## src/rtl/counter_load_arbiter.sv

```systemverilog
// Round-robin arbiter that shares one counter's load port among NUM_REQ requesters.
// Optional macro COUNTER_LOAD_ARBITER_STATS_EN adds saturating grant/reject counters.
//
// state | meaning
// IDLE  | waiting for any req; latches winner index and its data
// GRANT | one-cycle grant pulse with ack (legal) or err (illegal)
// LOAD  | one-cycle cnt_load with the latched value, counter enable held off
// COOL  | MIN_RUN-cycle cooldown before the next arbitration
module counter_load_arbiter #(
  parameter int NUM_REQ     = 4,
  parameter int WIDTH       = 8,
  parameter int MAX_COUNTER = 30,
  parameter int RANGE       = 2,
  parameter int MIN_RUN     = 4
) (
  input  logic                     clk,
  input  logic                     rst,
  input  logic [NUM_REQ-1:0]       req,
  input  logic [NUM_REQ*WIDTH-1:0] req_data,
  input  logic                     run_en,
  output logic [NUM_REQ-1:0]       grant,
  output logic                     ack,
  output logic                     err,
  output logic                     busy,
  output logic                     cnt_load,
  output logic [WIDTH-1:0]         cnt_data,
  output logic                     cnt_en
`ifdef COUNTER_LOAD_ARBITER_STATS_EN
  ,
  output logic [15:0]              grant_cnt,
  output logic [15:0]              reject_cnt
`endif
);

  typedef enum logic [1:0] {IDLE, GRANT, LOAD, COOL} state_t;

  localparam int PW = (NUM_REQ > 1) ? $clog2(NUM_REQ) : 1;
  localparam int CW = (MIN_RUN > 1) ? $clog2(MIN_RUN) : 1;
  localparam logic [CW-1:0] COOL_INIT = CW'((MIN_RUN > 0) ? MIN_RUN - 1 : 0);

  state_t             state, state_nxt;
  logic [PW-1:0]      ptr, ptr_nxt, win, win_nxt, sel;
  logic               found, sel_legal;
  logic [WIDTH-1:0]   sel_data, data_q, data_nxt;
  logic [31:0]        sel_ext;
  logic [CW-1:0]      cool_cnt, cool_nxt;
  logic [NUM_REQ-1:0] grant_nxt;
  logic               ack_nxt, err_nxt, load_nxt;

  // Round-robin search starting at ptr, wrapping modulo NUM_REQ.
  always_comb begin
    found = 1'b0;
    sel   = '0;
    for (int i = 0; i < NUM_REQ; i++) begin
      if (!found && req[(int'(ptr) + i) % NUM_REQ]) begin
        found = 1'b1;
        sel   = PW'((int'(ptr) + i) % NUM_REQ);
      end
    end
    sel_data  = req_data[int'(sel)*WIDTH +: WIDTH];
    sel_ext   = 32'(sel_data);
    sel_legal = ((sel_ext % 32'(RANGE)) == 32'd0) && (sel_ext < 32'(MAX_COUNTER));
  end

  always_comb begin
    state_nxt = state;
    ptr_nxt   = ptr;
    win_nxt   = win;
    data_nxt  = data_q;
    cool_nxt  = cool_cnt;
    grant_nxt = '0;
    ack_nxt   = 1'b0;
    err_nxt   = 1'b0;
    load_nxt  = 1'b0;
    case (state)
      IDLE: begin
        if (found) begin
          state_nxt      = GRANT;
          win_nxt        = sel;
          data_nxt       = sel_data;
          grant_nxt[sel] = 1'b1;
          ack_nxt        = sel_legal;
          err_nxt        = !sel_legal;
        end
      end
      GRANT: begin
        ptr_nxt = (win == PW'(NUM_REQ - 1)) ? '0 : win + 1'b1;
        // ack was registered from the legality check, so it decides the path
        if (ack) begin
          state_nxt = LOAD;
          load_nxt  = 1'b1;
        end else begin
          state_nxt = IDLE;
        end
      end
      LOAD: begin
        if (MIN_RUN > 0) begin
          state_nxt = COOL;
          cool_nxt  = COOL_INIT;
        end else begin
          state_nxt = IDLE;
        end
      end
      COOL: begin
        if (cool_cnt == '0) state_nxt = IDLE;
        else                cool_nxt  = cool_cnt - 1'b1;
      end
      default: state_nxt = IDLE;
    endcase
  end

  always_ff @(posedge clk or posedge rst) begin
    if (rst) begin
      state    <= IDLE;
      ptr      <= '0;
      win      <= '0;
      data_q   <= '0;
      cool_cnt <= '0;
      grant    <= '0;
      ack      <= 1'b0;
      err      <= 1'b0;
      busy     <= 1'b0;
      cnt_load <= 1'b0;
      cnt_data <= '0;
    end else begin
      state    <= state_nxt;
      ptr      <= ptr_nxt;
      win      <= win_nxt;
      data_q   <= data_nxt;
      cool_cnt <= cool_nxt;
      grant    <= grant_nxt;
      ack      <= ack_nxt;
      err      <= err_nxt;
      busy     <= (state_nxt != IDLE);
      cnt_load <= load_nxt;
      if (load_nxt) cnt_data <= data_q;
    end
  end

  assign cnt_en = run_en & ~rst & (state != LOAD);

`ifdef COUNTER_LOAD_ARBITER_STATS_EN
  always_ff @(posedge clk or posedge rst) begin
    if (rst) begin
      grant_cnt  <= '0;
      reject_cnt <= '0;
    end else begin
      if (ack && grant_cnt != 16'hFFFF)  grant_cnt  <= grant_cnt + 16'd1;
      if (err && reject_cnt != 16'hFFFF) reject_cnt <= reject_cnt + 16'd1;
    end
  end
`endif

endmodule

```

## config.mk

```make
export PLATFORM = sky130hd
export DESIGN_NAME = counter_load_arbiter
export DESIGN_NICKNAME = d
export VERILOG_FILES = /design/src/rtl/counter_load_arbiter.sv
export SDC_FILE = /design/constraint.sdc
export NUM_CORES = 1
export LEC_CHECK = 0
export CORE_UTILIZATION = 33
export DETAILED_ROUTE_END_ITERATION = 8
export PLACE_DENSITY_LB_ADDON = 0.2
export SYNTH_ARGS = -nofsm -noshare
export SYNTH_HDL_FRONTEND = slang
export SYNTH_SLANG_ARGS = --single-unit
```

## constraint.sdc

```tcl
create_clock -name clk -period 3.8 [get_ports clk]
set_input_delay 0.57 -clock clk [delete_from_list [all_inputs] [get_ports clk]]
set_output_delay 0.57 -clock clk [all_outputs]
set_load 0.02 [all_outputs]
```

==> results of run 1 <==
## sequential cells by signal, summed over array words and instances, names as in the netlist
signal,count
ack,1
busy,1
cnt_data,8
cnt_load,1
cool_cnt,2
data_q,8
err,1
grant,4
ptr,2
state,2
win,2
## power breakdown
group          leakage [nW]  internal (mW)  switching (mW)
clock                0.0552          0.194           0.122
sequential            0.409          0.491          0.0925
combinational         0.583          0.394           0.374
## synth_stat cells
| cell | n | share of area [%] |
|---|---|---|
| nor3b_1 | 1 | 0.48 |
| and4_1 | 1 | 0.56 |
| inv_1 | 5 | 1.2 |
| or4_4 | 1 | 0.72 |
| nor2b_1 | 2 | 0.80 |
| mux2i_1 | 17 | 11 |
| buf_6 | 1 | 0.72 |
| dfrtp_1 | 32 | 51 |
| nor4_1 | 1 | 0.40 |
| o21ai_0 | 10 | 3.2 |
| and3_1 | 2 | 0.80 |
| a21oi_1 | 6 | 1.9 |
| nand2_1 | 17 | 4.1 |
| clkbuf_1 | 4 | 0.96 |
| buf_2 | 1 | 0.32 |
| nand3_1 | 1 | 0.32 |
| ha_1 | 2 | 1.6 |
| and3b_1 | 1 | 0.56 |
| o21a_1 | 1 | 0.48 |
| nor3_1 | 2 | 0.64 |
| o22ai_2 | 1 | 0.80 |
| nor2_1 | 7 | 1.7 |
| mux2_2 | 19 | 14 |
| a22o_1 | 1 | 0.56 |
| nand2b_1 | 3 | 1.2 |
## per-stage QoR
| stage | hold WS (ns) | instance area, um2 |
|---|---|---|
| floorplan | 0.446 | 1560 |
| global placement | 0.469 | 2170 |
| detailed placement | 0.474 | 2170 |
| CTS | 0.490 | 2280 |
| global route | 0.524 | 2280 |
| finish | 0.483 | 2280 |
## worst max-delay path, stage by stage
cell and delay [ns]:
clkdlybuf4s50_1 0.54, a21oi_1 0.08, o21a_1 0.18, o22ai_2 0.53
mux2i_1 0.15, mux2_2 0.29, or4_4 0.53, and3b_1 0.19
## kinds of logic after synthesis
kind of cell | after synthesis
buffers and inverters | 11
muxes | 36
and+or+nand+nor | 39
adders and majority gates | 2
AOI/OAI and AO/OA | 19
DFF | 32
## routing by layer
layer,vias to the layer above,GRT usage (%),wire [um]
met5,-,0,0
met4,0,5.33,58
met3,6,4.70,206
met2,45,28.0,1820
met1,600,18.5,1460
li1,607,-,-
## final cells by class
cell class | count | area [um2] | area share (%)
clock buffers | 6 | 72.6 | 3.18
flip-flops and latches | 32 | 801 | 35.1
clock inverters | 2 | 35.0 | 1.54
multi-input cells | 96 | 709 | 31.1
repair buffers | 59 | 581 | 25.4
inverters | 5 | 18.8 | 0.822
well taps | 52 | 65.1 | 2.85
## worst paths after layout
kind / endpoint / startpoint / slack (ns)
worst max-delay path: ack / req[0] / 0.90
worst min-delay path: data_q[0] / data_q[0] / 0.48
worst max register to register: ack / ptr[1] / 1.25
worst min register to register: data_q[0] / data_q[0] / 0.48
max in group asynchronous: grant[0] / rst / 2.81
min in group asynchronous: cnt_data[6] / rst / 0.70
==> flow_summary_export.csv, run 1 <==
group,metric,value,unit
global_route,grt_pass1_vias,1314,
clocking,cts.hold.buffers_added,0,
power_and_ir_drop,cellLeakagePower,1.05,nW
synthesis,synth_top_family_by_area,"multiplexers",
clocking,cts_tree,"yes",
global_route,grt_max_degree,33,
synthesis,synthMuxAreaShare,24.6,%
power_and_ir_drop,total_power,1.67,mW
final_layout,utilization,51.4,%
synthesis,ys_warn_count,0,
clocking,cts_buffer_depth,2,
power_and_ir_drop,power.density,731,nW/um2
sta,tns,0,ns
sta,setup_slack,0.904,ns
sta,finalCriticalPeriod,2.90,ns
clocking,post_cts_buffers,0,
global_route,grtUsageTotal,15.9,%
clocking,path_clk_slew,0.07,ns
floorplanning,die-area,5010,um2
power_and_ir_drop,ir_drop,0.222,mV
drt,dr.pass1.iters,6,
synthesis,synth.cell_area,1560,um2
final_layout,fillers,423,
floorplanning,coreArea,4440,um2
placement,io_buffers,55,
drt,routed_wl,3540,um
sta,tightest_slew,0.772,ns
sta,rsz0062_at_grt,"no",
synthesis,ys_types,25,
setup_path,path_class,"input port to flip-flop",
sta,setup_violations,0,
sta,relSlewSlack,48.5,%
final_layout,layout.cells.non_filler,252,
drt,viasPerCell,4.99,
synthesis,avgSynthCellArea,11.2,um2
floorplanning,start_util,35.1,%
setup_path,crit_required,3.97,ns
sta,finClkSkew,0.00520,ns
drt,drcViolationCount,6,
setup_path,cp.arrival,3.06,ns
synthesis,yosys.area_share.simple,12.3,%
synthesis,synthAdderAreaFrac,1.60,%
outcome,status,"finished with violations",
setup_path,worstRegToRegCells,7,
clocking,cts_repair_resize_count,0,
setup_path,cp_max_fo,11,
setup_path,worstSetupStartpointType,"input port",
clocking,cts_buffers,5,
outcome,violations,"DRC",
final_layout,final_common_cell,"clkdlybuf4s50_1",
final_layout,antenna_cells,0,
drt,drt_iter0_markers,72,
placement,routabilityCongestion,0.800,
clocking,clockRootBuffer,"clkbuf_8",
hold_path,hold_depth,2,
setup_path,critPathCaptureType,"flip-flop",
synthesis,synthCells,139,
synthesis,synth-compound-area-share,6.98,%
sta,finalHoldViolCount,0,
final_layout,nets,240,
sta,maxSlewViolCount,0,
global_route,antenna_found_initial,0,
synthesis,synth_nets,180,
placement,pre_cts_slack,0.590,ns
global_route,overflow,0,
floorplanning,fp.dieH,70.8,um
synthesis,synth_xor_area_share,0,%
sta,min_period_over_period,76.2,%
final_layout,final_cell_mix,"clkdlybuf4s50_1, dfrtp_1, mux2_2",
final_layout,drive_above_1_share,16.0,%
clocking,clock_latency,0.28,ns
synthesis,yosysSeqAreaShare,51.3,%
drt,avgRoutedWirePerCell,14.1,um
drt,route.antenna.remaining_nets,0,
drt,num_vias,1258,
hold_path,min_path_type,"flip-flop to flip-flop",
synthesis,ys_ff_latch,32,
job,drv_cap,0,
global_route,grt_pass1_wl,6080,um
floorplanning,rows,24,
floorplanning,die_w,70.8,um
final_layout,area_growth,46.3,%
placement,hpwl,2690,um
clocking,htree_num_levels,2,
floorplanning,io_pins,56,
sta,max_freq,345,MHz
placement,dp.cells,244,
clocking,cts_sinks,32,
Note: power is estimated with default switching activity, not from simulation.
==> inputs of run 2 (changes only) <==
Clock period 3.8 ns to 2.53 ns, I/O delays scaled along.
==> run 2 against run 1 <==
Effect of this change:
- the flow still finishes with violations (DRC)
- wire length rose by 0.11%
- power increased by 56%
- via count up 1.4%
- sequential share of layout area down 1.1 points
- hold slack got worse by 0.0015 ns
- highest routed layer unchanged
- sequential cell count is the same
- first-iteration DRC count down 1.4%
==> flow_summary_export.csv, run 2 (synthesis gave the netlist of run 1 again) <==
group,metric,value,unit
final_layout,final_cell_mix,"clkdlybuf4s50_1, dfrtp_1, mux2_2",
setup_path,critPathMaxStageDelay,0.51,ns
clocking,cts_sinks,32,
global_route,overflow,0,
clocking,cts_buffer_depth,2,
final_layout,area_growth,50.9,%
setup_path,critPathCaptureType,"flip-flop",
floorplanning,fp.dieH,70.8,um
global_route,grt_pass1_wl,6070,um
setup_path,crit_cells,9,
setup_path,path_cells,"clkdlybuf4s50_1 -> a21oi_1 -> o21a_1 -> o22ai_2 -> buf_12 -> mux2i_1 -> mux2_2 -> or4_4 -> and3b_1",
drt,avgRoutedWirePerCell,13.7,um
job,drv_cap,0,
sta,max_freq,422,MHz
placement,hpwl,2860,um
sta,relSlewSlack,70.2,%
hold_path,min_to,"data_q[0]",
sta,tns,0,ns
setup_path,worstSetupStartpointType,"input port",
final_layout,drive_above_1_share,18.4,%
floorplanning,io_pins,56,
setup_path,worstRegToRegCells,7,
final_layout,top_regs,"cnt_data: 8 flops, data_q: 8 flops, grant: 4 flops",
final_layout,antenna_cells,0,
floorplanning,die-area,5010,um2
power_and_ir_drop,cellLeakagePower,1.09,nW
setup_path,regToRegEndpoint,"ack",
setup_path,crit_buf_inv,2,
drt,num_vias,1276,
global_route,grt_max_degree,33,
drt,drt_iter0_markers,71,
floorplanning,coreArea,4440,um2
drt,drcViolationCount,6,
drt,route.antenna.remaining_nets,0,
clocking,cts_tree,"yes",
outcome,violations,"DRC",
sta,rsz0062_at_grt,"no",
hold_path,hold_depth,2,
sta,maxSlewViolCount,0,
clocking,post_cts_buffers,0,
power_and_ir_drop,ir_drop,0.532,mV
global_route,antenna_found_initial,0,
global_route,grt_pass1_vias,1374,
placement,routabilityCongestion,0.770,
setup_path,cp_max_fo,11,
sta,finalHoldViolCount,0,
power_and_ir_drop,power.density,1100,nW/um2
drt,viasPerCell,4.95,
clocking,cts.hold.buffers_added,0,
setup_path,crit_required,2.69,ns
drt,routed_wl,3550,um
hold_path,min_path_type,"flip-flop to flip-flop",
global_route,grtUsageTotal,15.5,%
final_layout,nets,246,
outcome,status,"finished with violations",
floorplanning,start_util,35.1,%
floorplanning,die_w,70.8,um
setup_path,critPathTopFamily,"simple AND/OR/NAND/NOR gates",
floorplanning,rows,24,
setup_path,r2r_setup_slack,0.24,ns
clocking,cts_buffers,5,
sta,tightest_slew,0.443,ns
clocking,clock_latency,0.27,ns
sta,setup_violations,0,
sta,min_period_over_period,93.8,%
setup_path,slowest_stage,"or4_4",
sta,hold_slack,0.481,ns
sta,finalCriticalPeriod,2.37,ns
setup_path,path_class,"input port to flip-flop",
final_layout,final_common_cell,"clkdlybuf4s50_1",
final_layout,fillers,397,
setup_path,r2r_start,"ptr[1]",
clocking,path_clk_slew,0.06,ns
drt,dr.pass1.iters,6,
clocking,clockRootBuffer,"clkbuf_8",
setup_path,cp.arrival,2.54,ns
hold_path,worstHoldStart,"data_q[0]",
placement,io_buffers,55,
sta,finClkSkew,0.00580,ns
clocking,htree_num_levels,2,
[run 2: changes by cell type in the layout (fill, tap and decap cells not counted)]
cell,before,now
buf_4,4,8
buf_12,0,2
clkdlybuf4s50_1,55,54
dlymetal6s2s_1,0,1
[run 2: worst max-delay path by stage]
stage                     slack, ns  end  startpoint
after detailed placement      -0.21  ack      req[0]
after CTS                      0.08  ack      req[0]
after global placement        -0.16  ack      req[0]
after global routing           0.07  ack      req[1]
final                          0.16  ack      req[1]
after floorplan                0.11  ack      ptr[1]
[run 2: metal layers]
layer  vias up  track usage (%)  wire (um)
li1        615                -          -
met1       607             17.3       1440
met2        48             28.1       1840
met3         6             4.13        204
met4         0             6.22         61
met5         -                0          0
[run 2: timing repair]
action	4_1_cts	5_1_grt
setup endpoints to repair	0	1
resized for setup	0	1
endpoints found under the hold margin	0	0
[run 2: final cells by class]
class	count	area, um2	share of cell area, %
flip-flops and latches	32	801	34.0
multi-input cells	96	709	30.1
repair buffers	65	653	27.7
clock buffers	6	72.6	3.08
well taps	52	65.1	2.76
clock inverters	2	35.0	1.49
inverters	5	18.8	0.797
[run 2: where the power goes]
| group | switching [mW] | leakage [nW] | internal (mW) |
|---|---|---|---|
| combinational | 0.574 | 0.630 | 0.674 |
| sequential | 0.141 | 0.409 | 0.737 |
| clock | 0.177 | 0.0552 | 0.292 |
[run 2: worst register-to-register path, cell delays in order (launching register included)]
cell and delay, ns:
dfrtp_1 0.46, mux2i_1 0.21, nor2_1 0.05, nor3_1 0.20
buf_4 0.18, mux2_2 0.35, or4_4 0.53, and3b_1 0.19
[run 2: stage by stage]
step | cell area, um2 | std cells | setup slack (ns) | utilization [%] | power, mW
CTS | 2350 | 258 | 0.0803 | 52.9 | 2.63
floorplan | 1560 | 139 | 0.112 | - | 1.61
finish | 2350 | 258 | 0.158 | 53.0 | 2.59
detailed placement | 2240 | 250 | -0.213 | 50.5 | 2.15
global placement | 2240 | 250 | -0.159 | 50.5 | 2.11
global route | 2350 | 258 | 0.0734 | 53.0 | 2.77
